==> config.mk <==
export PLATFORM = sky130hd
export DESIGN_NAME = sram_rd_slave
export DESIGN_NICKNAME = d
export VERILOG_FILES = /design/src/rtl/axi_pkg.sv /design/src/rtl/rd_addr_gen.sv /design/src/rtl/sram_rd_slave.sv
export SDC_FILE = /design/constraint.sdc
export NUM_CORES = 1
export LEC_CHECK = 0
export BUFFER_PORTS_ARGS = -buffer_cell sky130_fd_sc_hd__buf_4
export CAP_MARGIN = 20
export CORE_MARGIN = 5
export CORE_UTILIZATION = 40
export DETAILED_ROUTE_END_ITERATION = 7
export GPL_TIMING_DRIVEN = 1
export PLACE_DENSITY = 0.68
export SLEW_MARGIN = 25
export SYNTH_ARGS = -nofsm -noshare
export SYNTH_HDL_FRONTEND = slang
export SYNTH_SLANG_ARGS = --single-unit
==> constraint.sdc <==
create_clock -name clk -period 2.6 [get_ports clk]
set_clock_uncertainty 0.05 [all_clocks]
set_input_delay 0.78 -clock clk [delete_from_list [all_inputs] [get_ports clk]]
set_output_delay 0.78 -clock clk [all_outputs]
set_load 0.1 [all_outputs]
==> src/rtl/axi_pkg.sv <==
// AXI read-side encodings and widths used by the SRAM read slave.
package axi_pkg;

  localparam int AXI_IDS_BITS  = 8;
  localparam int AXI_ADDR_BITS = 32;
  localparam int AXI_LEN_BITS  = 4;
  localparam int AXI_SIZE_BITS = 3;
  localparam int AXI_DATA_BITS = 32;

  localparam logic [1:0] BURST_FIXED = 2'b00;
  localparam logic [1:0] BURST_INCR  = 2'b01;
  localparam logic [1:0] BURST_WRAP  = 2'b10;
  localparam logic [1:0] BURST_RSVD  = 2'b11;

  localparam logic [1:0] RESP_OKAY   = 2'b00;
  localparam logic [1:0] RESP_SLVERR = 2'b10;

  typedef enum logic [1:0] {IDLE, ADDR, DATA} rd_state_t;

endpackage

==> src/rtl/rd_addr_gen.sv <==
// Next SRAM word address for an AXI burst (FIXED / INCR / WRAP).
module rd_addr_gen
  import axi_pkg::*;
#(
  parameter int MEM_ADDR_W = 14
) (
  input  logic [MEM_ADDR_W-1:0]   addr_i,
  input  logic [AXI_LEN_BITS-1:0] len_i,
  input  logic [1:0]              burst_i,
  output logic [MEM_ADDR_W-1:0]   next_addr_o
);

  logic [MEM_ADDR_W-1:0] inc;
  logic [MEM_ADDR_W-1:0] mask;
  logic                  wrap_ok;

  // ARLEN+1 is a power of two for the legal wrap lengths, so ARLEN itself
  // is the mask of the address bits that roll over.
  assign inc     = addr_i + {{(MEM_ADDR_W-1){1'b0}}, 1'b1};
  assign mask    = {{(MEM_ADDR_W-AXI_LEN_BITS){1'b0}}, len_i};
  assign wrap_ok = (len_i == 4'd1) || (len_i == 4'd3) || (len_i == 4'd7) || (len_i == 4'd15);

  // Select the address update rule; illegal wrap lengths fall back to INCR.
  always_comb begin
    next_addr_o = inc;
    case (burst_i)
      BURST_FIXED: next_addr_o = addr_i;
      BURST_WRAP:  if (wrap_ok) next_addr_o = (addr_i & ~mask) | (inc & mask);
      default:     next_addr_o = inc;
    endcase
  end

endmodule

==> src/rtl/sram_rd_slave.sv <==
// AXI read slave in front of a one-cycle-latency synchronous SRAM.
// One burst at a time; each beat costs an ADDR cycle (SRAM access) and a
// DATA cycle (beat presented on R until RREADY).
module sram_rd_slave
  import axi_pkg::*;
#(
  parameter int MEM_ADDR_W = 14
) (
  input  logic                     clk,
  input  logic                     rst,
  input  logic [AXI_IDS_BITS-1:0]  ARID_S,
  input  logic [AXI_ADDR_BITS-1:0] ARADDR,
  input  logic [AXI_LEN_BITS-1:0]  ARLEN,
  input  logic [AXI_SIZE_BITS-1:0] ARSIZE,
  input  logic [1:0]               ARBURST,
  input  logic                     ARVALID,
  output logic                     ARREADY,
  output logic [AXI_IDS_BITS-1:0]  RID_S,
  output logic [AXI_DATA_BITS-1:0] RDATA,
  output logic [1:0]               RRESP,
  output logic                     RLAST,
  output logic                     RVALID,
  input  logic                     RREADY,
  output logic                     mem_cs,
  output logic                     mem_oe,
  output logic [MEM_ADDR_W-1:0]    mem_addr,
  input  logic [AXI_DATA_BITS-1:0] mem_dout
);

  rd_state_t               state_q;
  logic                    arready_q;
  logic [AXI_IDS_BITS-1:0] id_q;
  logic [MEM_ADDR_W-1:0]   addr_q;
  logic [MEM_ADDR_W-1:0]   addr_d;
  logic [AXI_LEN_BITS-1:0] len_q;
  logic [AXI_LEN_BITS-1:0] cnt_q;
  logic [1:0]              burst_q;
  logic [1:0]              resp_q;
  logic                    rvalid_q;
  logic                    rlast_q;
  logic                    cs_q;
  logic                    fresh_q;
  logic [AXI_DATA_BITS-1:0] rdata_q;

  // Sub-word sizes and byte-offset bits carry no meaning here.
  logic unused_addr_bits;
  assign unused_addr_bits = ^{ARSIZE, ARADDR[AXI_ADDR_BITS-1:MEM_ADDR_W+2], ARADDR[1:0]};

  rd_addr_gen #(.MEM_ADDR_W(MEM_ADDR_W)) u_addr_gen (
    .addr_i      (addr_q),
    .len_i       (len_q),
    .burst_i     (burst_q),
    .next_addr_o (addr_d)
  );

  // Burst FSM: accept AR, strobe SRAM, present beat, advance address.
  always_ff @(posedge clk or negedge rst) begin
    if (!rst) begin
      state_q   <= IDLE;
      arready_q <= 1'b0;
      id_q      <= '0;
      addr_q    <= '0;
      len_q     <= '0;
      cnt_q     <= '0;
      burst_q   <= BURST_FIXED;
      resp_q    <= RESP_OKAY;
      rvalid_q  <= 1'b0;
      rlast_q   <= 1'b0;
      cs_q      <= 1'b0;
      fresh_q   <= 1'b0;
      rdata_q   <= '0;
    end else begin
      cs_q <= 1'b0;
      case (state_q)
        IDLE: begin
          if (ARVALID && arready_q) begin
            arready_q <= 1'b0;
            id_q      <= ARID_S;
            addr_q    <= ARADDR[MEM_ADDR_W+1:2];
            len_q     <= ARLEN;
            // Reserved burst type runs as INCR but is flagged on every beat.
            burst_q   <= (ARBURST == BURST_RSVD) ? BURST_INCR : ARBURST;
            resp_q    <= (ARBURST == BURST_RSVD) ? RESP_SLVERR : RESP_OKAY;
            cnt_q     <= '0;
            cs_q      <= 1'b1;
            state_q   <= ADDR;
          end else begin
            arready_q <= 1'b1;
          end
        end
        ADDR: begin
          rvalid_q <= 1'b1;
          rlast_q  <= (cnt_q == len_q);
          fresh_q  <= 1'b1;
          state_q  <= DATA;
        end
        DATA: begin
          // SRAM data arrives during the first DATA cycle; hold it from then on.
          if (fresh_q) begin
            rdata_q <= mem_dout;
            fresh_q <= 1'b0;
          end
          if (RREADY) begin
            rvalid_q <= 1'b0;
            if (rlast_q) begin
              rlast_q   <= 1'b0;
              arready_q <= 1'b1;
              state_q   <= IDLE;
            end else begin
              cnt_q   <= cnt_q + {{(AXI_LEN_BITS-1){1'b0}}, 1'b1};
              addr_q  <= addr_d;
              cs_q    <= 1'b1;
              state_q <= ADDR;
            end
          end
        end
        default: state_q <= IDLE;
      endcase
    end
  end

  assign ARREADY  = arready_q;
  assign RID_S    = id_q;
  assign RRESP    = resp_q;
  assign RLAST    = rlast_q;
  assign RVALID   = rvalid_q;
  assign RDATA    = fresh_q ? mem_dout : rdata_q;
  assign mem_cs   = cs_q;
  assign mem_oe   = cs_q;
  assign mem_addr = addr_q;

endmodule

==> results of run 1 <==
-- synthesized netlist by cell type, drive strengths merged, types with 4 or more instances --
cell type | n | area, um^2
a21o | 4 | 30.0
a21oi | 10 | 61.3
and3 | 4 | 25.0
buf | 7 | 43.8
clkbuf | 11 | 41.3
dfrtp | 72 | 1800
ha | 6 | 75.1
inv | 11 | 41.3
mux2 | 47 | 529
nand2 | 22 | 82.6
nand2b | 5 | 38.8
nand3 | 10 | 50.1
nor2 | 107 | 402
o21ai | 14 | 70.1
o311ai | 8 | 95.1
or2 | 4 | 25.0
xor2 | 6 | 52.6
-- cells in the final DEF, fill, tap and decap left out, types with 4 or more instances in the layout --
cell      count
a21o_1        4
a21oi_1       9
and3_1        4
buf_4       132
clkbuf_8      9
dfrtp_1      72
ha_1          5
inv_1        11
mux2_2       47
nand2_1      22
nand2b_1      4
nand3_1      10
nor2_1      107
o21ai_0      12
xor2_1        6
-- layout make-up --
| cell class | count | area [um^2] |
|---|---|---|
| clock buffer | 9 | 124 |
| multi-input combinational | 288 | 1850 |
| timing repair buffer | 133 | 1010 |
| inverter | 11 | 41.3 |
| clock inverter | 6 | 85.1 |
| fill | 814 | 4160 |
| tap | 129 | 161 |
| sequential | 72 | 1800 |
-- worst min-delay path by stage --
stage | startpoint | endpoint | slack, ns | cells past startpoint
5_1_grt | rst | mem_addr[11]$_DFFE_PN0P_ | 0.35 | 1
4_1_cts | rst | rdata_q[21]$_DFFE_PN0P_ | 0.33 | 1
2_1_floorplan | rdata_q[0]$_DFFE_PN0P_ | rdata_q[0]$_DFFE_PN0P_ | 0.42 | 2
6_report | rst | mem_addr[12]$_DFFE_PN0P_ | 0.33 | 1
3_5_place_dp | RRESP[1]$_DFFE_PN0P_ | RRESP[1]$_DFFE_PN0P_ | 0.44 | 2
3_3_place_gp | RRESP[1]$_DFFE_PN0P_ | RRESP[1]$_DFFE_PN0P_ | 0.42 | 2
-- flip-flops by register name (all words and copies together) (netlist names), named ones only --
register and cells:
cnt_q 4, RVALID 1, RID_S 8, rdata_q 32, state_q 2, fresh_q 1, ARREADY 1, mem_addr 11
RRESP 1, mem_cs 1, RLAST 1, len_q 4, burst_q 2
-- logic make-up (layout without fill, tap and decap cells) --
group | count (synthesis) | after routing | synth area share
AOI/OAI and AO/OA | 56 | 56 | 0.110
xor gates and xnor gates | 6 | 6 | 0.0139
adders and majority gates | 6 | 6 | 0.0199
buffers and inverters | 29 | 159 | 0.0335
DFF | 72 | 72 | 0.477
muxes | 50 | 50 | 0.148
other | 1 | 1 | 0.000993
and+or+nand+nor | 169 | 169 | 0.197
-- per-stage QoR --
stage / instances / instance area, um^2 / hold slack [ns]
5_1_grt: 648 / 5080 / 0.346
3_5_place_dp: 633 / 4870 / 0.438
6_report: 648 / 5080 / 0.329
2_1_floorplan: 389 / 3780 / 0.421
4_1_cts: 648 / 5080 / 0.327
3_3_place_gp: 633 / 4870 / 0.416
-- worst reg2reg max path, stage by stage (launching register included) --
cell,delay [ns]
dfrtp_1,0.40
inv_1,0.11
ha_2,0.35
nand3b_4,0.13
a21oi_4,0.26
o311ai_4,0.22
or4_1,0.54
nand3_1,0.10
-- layer usage --
metal | GRT usage | up-vias | share of wire
li1 | - | 1585 | -
met1 | 0.214 | 1487 | 0.43
met2 | 0.269 | 85 | 0.49
met3 | 0.0385 | 10 | 0.062
met4 | 0.0621 | 0 | 0.011
met5 | 0 | - | 0
==> impl_metrics.toml, run 1 <==
[clock_tree]
clkSlewWorstSetupHoldPaths_ns = 0.08
ctsResizeCount = 0
numCtsBuffers = 9
cts_sinks = 72
hold_buffers = 0
clockBufferDepth = 2
clk_latency_ns = 0.34
cts_setup_buffers = 0
cts_tree = "yes"
root_buffer = "clkbuf_8"
cts.htree.levels = 3

[global_route]
antenna_found_initial = 0
grt_use_total = 0.165
grt_max_degree = 37
grt_pass1_vias = 3188
grt_pass1_wl_um = 15400
grt.overflow.total = 0

[drt]
detail_route.wl_per_cell_um = 14.4
first_pass_iters = 4
via_per_inst = 4.89
wl_um = 9350
dr.first_iter.drc_count = 110
ant_nets = 0
drcViolationCount = 0
vias = 3167

[timing]
post-route-period-util = 0.943
period_needed_ns = 2.45
final_hold_viol_count = 0
relSlewSlack = 0.522
tightestPinTransition_ns = 0.715
setup_tns_ns = 0
finalSetupViolations = 0
rsz0062_at_grt = "false"
setup_slack_ns = 0.148
slew_violations = 0
max_clock_freq_mhz = 408

[setup_path]
reg2reg_slack_ns = 0.37
critPathRequiredTime_ns = 1.77
max_stage_delay_ns = 0.39
endpoint = "RDATA[11]"
worst-path-max-fanout = 23
crit_top_cell = "buf_4"
crit_start = "fresh_q$_DFFE_PN0P_"
timing.rr.start = "state_q[0]$_DFFE_PN0P_"
path_buf_inv = 2
r2r-end = "mem_addr[7]$_DFFE_PN0P_"
slowest_stage = "mux2_2"
cp.arrival_ns = 1.62
worst-path-stages = 3
end_kind = "output pin"
start_kind = "flop"
rr_worst_depth = 7
path_delay_family = "buffers and inverters"
worstPathCellList = "buf_4, mux2_2, buf_4"
crit_type = "reg -> out"

[placed_design]
place_ws_ns = 0.340
gp_congestion = 0.835
numPortBuffers = 123
hpwl_um = 6920

[floorplan]
fp.dieH_um = 107
core_um2 = 9240
die_w_um = 107
initial_core_util = 0.409
rows = 35
io_pins = 146
dieArea_um2 = 11500

[synth]
syn-cell-area_um2 = 3780
avgSynthCellArea_um2 = 9.71
ys_ff_latch = 72
synth_cells = 389
ys_warn_count = 0
synth_edf_count = 0
synthArstFlopShare = 1.00
synth_cell_types = 53
synth_ff_type = "dfrtp_1"
synth_nets = 480
yosysSeqAreaShare = 0.477

[finish]
drive_gt1_frac = 0.393
area_growth_pct = 34.4
antenna_cells = 0
post-route-util = 0.549
nets = 606

[job]
maxCapViolCount = 0

[worst_hold_path]
min_path_type = "in -> async"

[run_status]
status = "finished, final reports clean"
Power of run 1 is not shown: default switching activity piles up to over one toggle a cycle in this logic, so the estimate is an artifact.
==> run 2, diff against run 1 <==
--- a/config.mk
+++ b/config.mk
@@ -12,6 +12,7 @@
 export DETAILED_ROUTE_END_ITERATION = 7
 export GPL_TIMING_DRIVEN = 1
 export PLACE_DENSITY = 0.68
+export REMOVE_ABC_BUFFERS = 1
 export SLEW_MARGIN = 25
 export SYNTH_ARGS = -nofsm -noshare
 export SYNTH_HDL_FRONTEND = slang
==> impl_metrics.toml, run 2 (synthesized netlist as in run 1, its figures left out) <==
[placed_design]
numPortBuffers = 123
hpwl_um = 7010
place_area_um2 = 4860
gp_congestion = 0.846

[run_status]
status = "finished, final reports clean"

[clock_tree]
clk_latency_ns = 0.34
clkSlewWorstSetupHoldPaths_ns = 0.08
root_buffer = "clkbuf_8"
clockBufferDepth = 2
numCtsBuffers = 9
cts_tree = "yes"
cts_sinks = 72
hold_buffers = 0
cts.htree.levels = 3
ctsResizeCount = 0
cts_setup_buffers = 0

[timing]
period_needed_ns = 2.39
rsz0062_at_grt = "false"
finalSetupViolations = 0
max_clock_freq_mhz = 418
post-route-period-util = 0.921
tightestPinTransition_ns = 0.686
relSlewSlack = 0.542
final_hold_viol_count = 0
slew_violations = 0
whs_ns = 0.260

[drt]
dr_wl_met3_um = 516
first_pass_iters = 4
dr.first_iter.drc_count = 110
routed.top_layer = "met4"
vias = 3209
via_per_inst = 4.96
met1_length_um = 4110
met2WireLength_um = 4790
detail_route.wl_per_cell_um = 14.7
drcViolationCount = 0
wl_um = 9540
ant_nets = 0

[finish]
nets = 604
antenna_cells = 0
drive_gt1_frac = 0.390
design_area_um2 = 5120
final_common_cell = "buf_4"
area_growth_pct = 35.5
layout_common_cells = "128 x buf_4, 107 x nor2_1, 72 x dfrtp_1"
regMostFlops = "rdata_q"
largest_reg_flops = 32

[floorplan]
rows = 35
dieArea_um2 = 11500
io_pins = 146
core_um2 = 9240
initial_core_util = 0.409
fp.dieH_um = 107
die_w_um = 107

[global_route]
antenna_found_initial = 0
grt_pass1_vias = 3171
grt.overflow.total = 0
grt_max_degree = 37
grt_use_total = 0.171
grt_pass1_wl_um = 15600

[setup_path]
rr_worst_depth = 7
r2r-end = "mem_addr[12]$_DFFE_PN0P_"
critPathRequiredTime_ns = 1.77
worst-path-max-fanout = 33
end_kind = "output pin"
crit_type = "reg -> out"
cp.arrival_ns = 1.56
start_kind = "flop"
reg2reg_slack_ns = 0.23
timing.rr.start = "state_q[0]$_DFFE_PN0P_"

[job]
maxCapViolCount = 0

[worst_hold_path]
min_path_type = "in -> async"
[run 2: changes by cell type in the layout (fill, tap and decap cells not counted), sizes merged]
cell	change
clkinvlp	-1
clkinv	-1
buf	-2
bufinv	+1
clkbuf	+2
[run 2: how the worst max path moves through the flow]
| stage | slack (ns) | cells after the start | from | end |
|---|---|---|---|---|
| 3_5_place_dp | 0.15 | 7 | state_q[0]$_DFFE_PN0P_ | mem_addr[12]$_DFFE_PN0P_ |
| 2_1_floorplan | -0.39 | 6 | state_q[0]$_DFFE_PN0P_ | flop |
| 6_report | 0.21 | 3 | fresh_q$_DFFE_PN0P_ | RDATA[6] |
| 4_1_cts | 0.12 | 7 | state_q[0]$_DFFE_PN0P_ | mem_addr[12]$_DFFE_PN0P_ |
| 5_1_grt | 0.03 | 7 | state_q[0]$_DFFE_PN0P_ | mem_addr[12]$_DFFE_PN0P_ |
| 3_3_place_gp | 0.21 | 7 | state_q[0]$_DFFE_PN0P_ | mem_addr[12]$_DFFE_PN0P_ |
[run 2: worst max-delay path, stage by stage (launching register included)]
cell,delay (ns)
dfrtp_1,0.38
buf_12,0.22
mux2_2,0.37
buf_4,0.24
[run 2: through the flow]
step	utilization	instances	setup TNS, ns	setup WS, ns
after CTS	0.554	647	0	0.118
after detailed placement	0.526	631	0	0.148
after global routing	0.554	647	0	0.0307
after global placement	0.526	631	0	0.209
final	0.554	647	0	0.206
after floorplan	-	371	-3.32	-0.387
[run 2: area by class of cell]
cell class	instances	area, um^2
clock buffers	11	151
clock inverters	5	103
fillers	825	4120
inverters	11	41.3
multi-input cells	288	1850
flip-flops and latches	72	1800
well taps	129	161
repair buffers	131	1010
[run 2: layer usage]
layer	vias up	track usage
met5	-	0
met4	0	0.0694
met3	12	0.0355
met2	84	0.273
met1	1529	0.226
li1	1584	-
Power of run 2 is left out for the same reason.
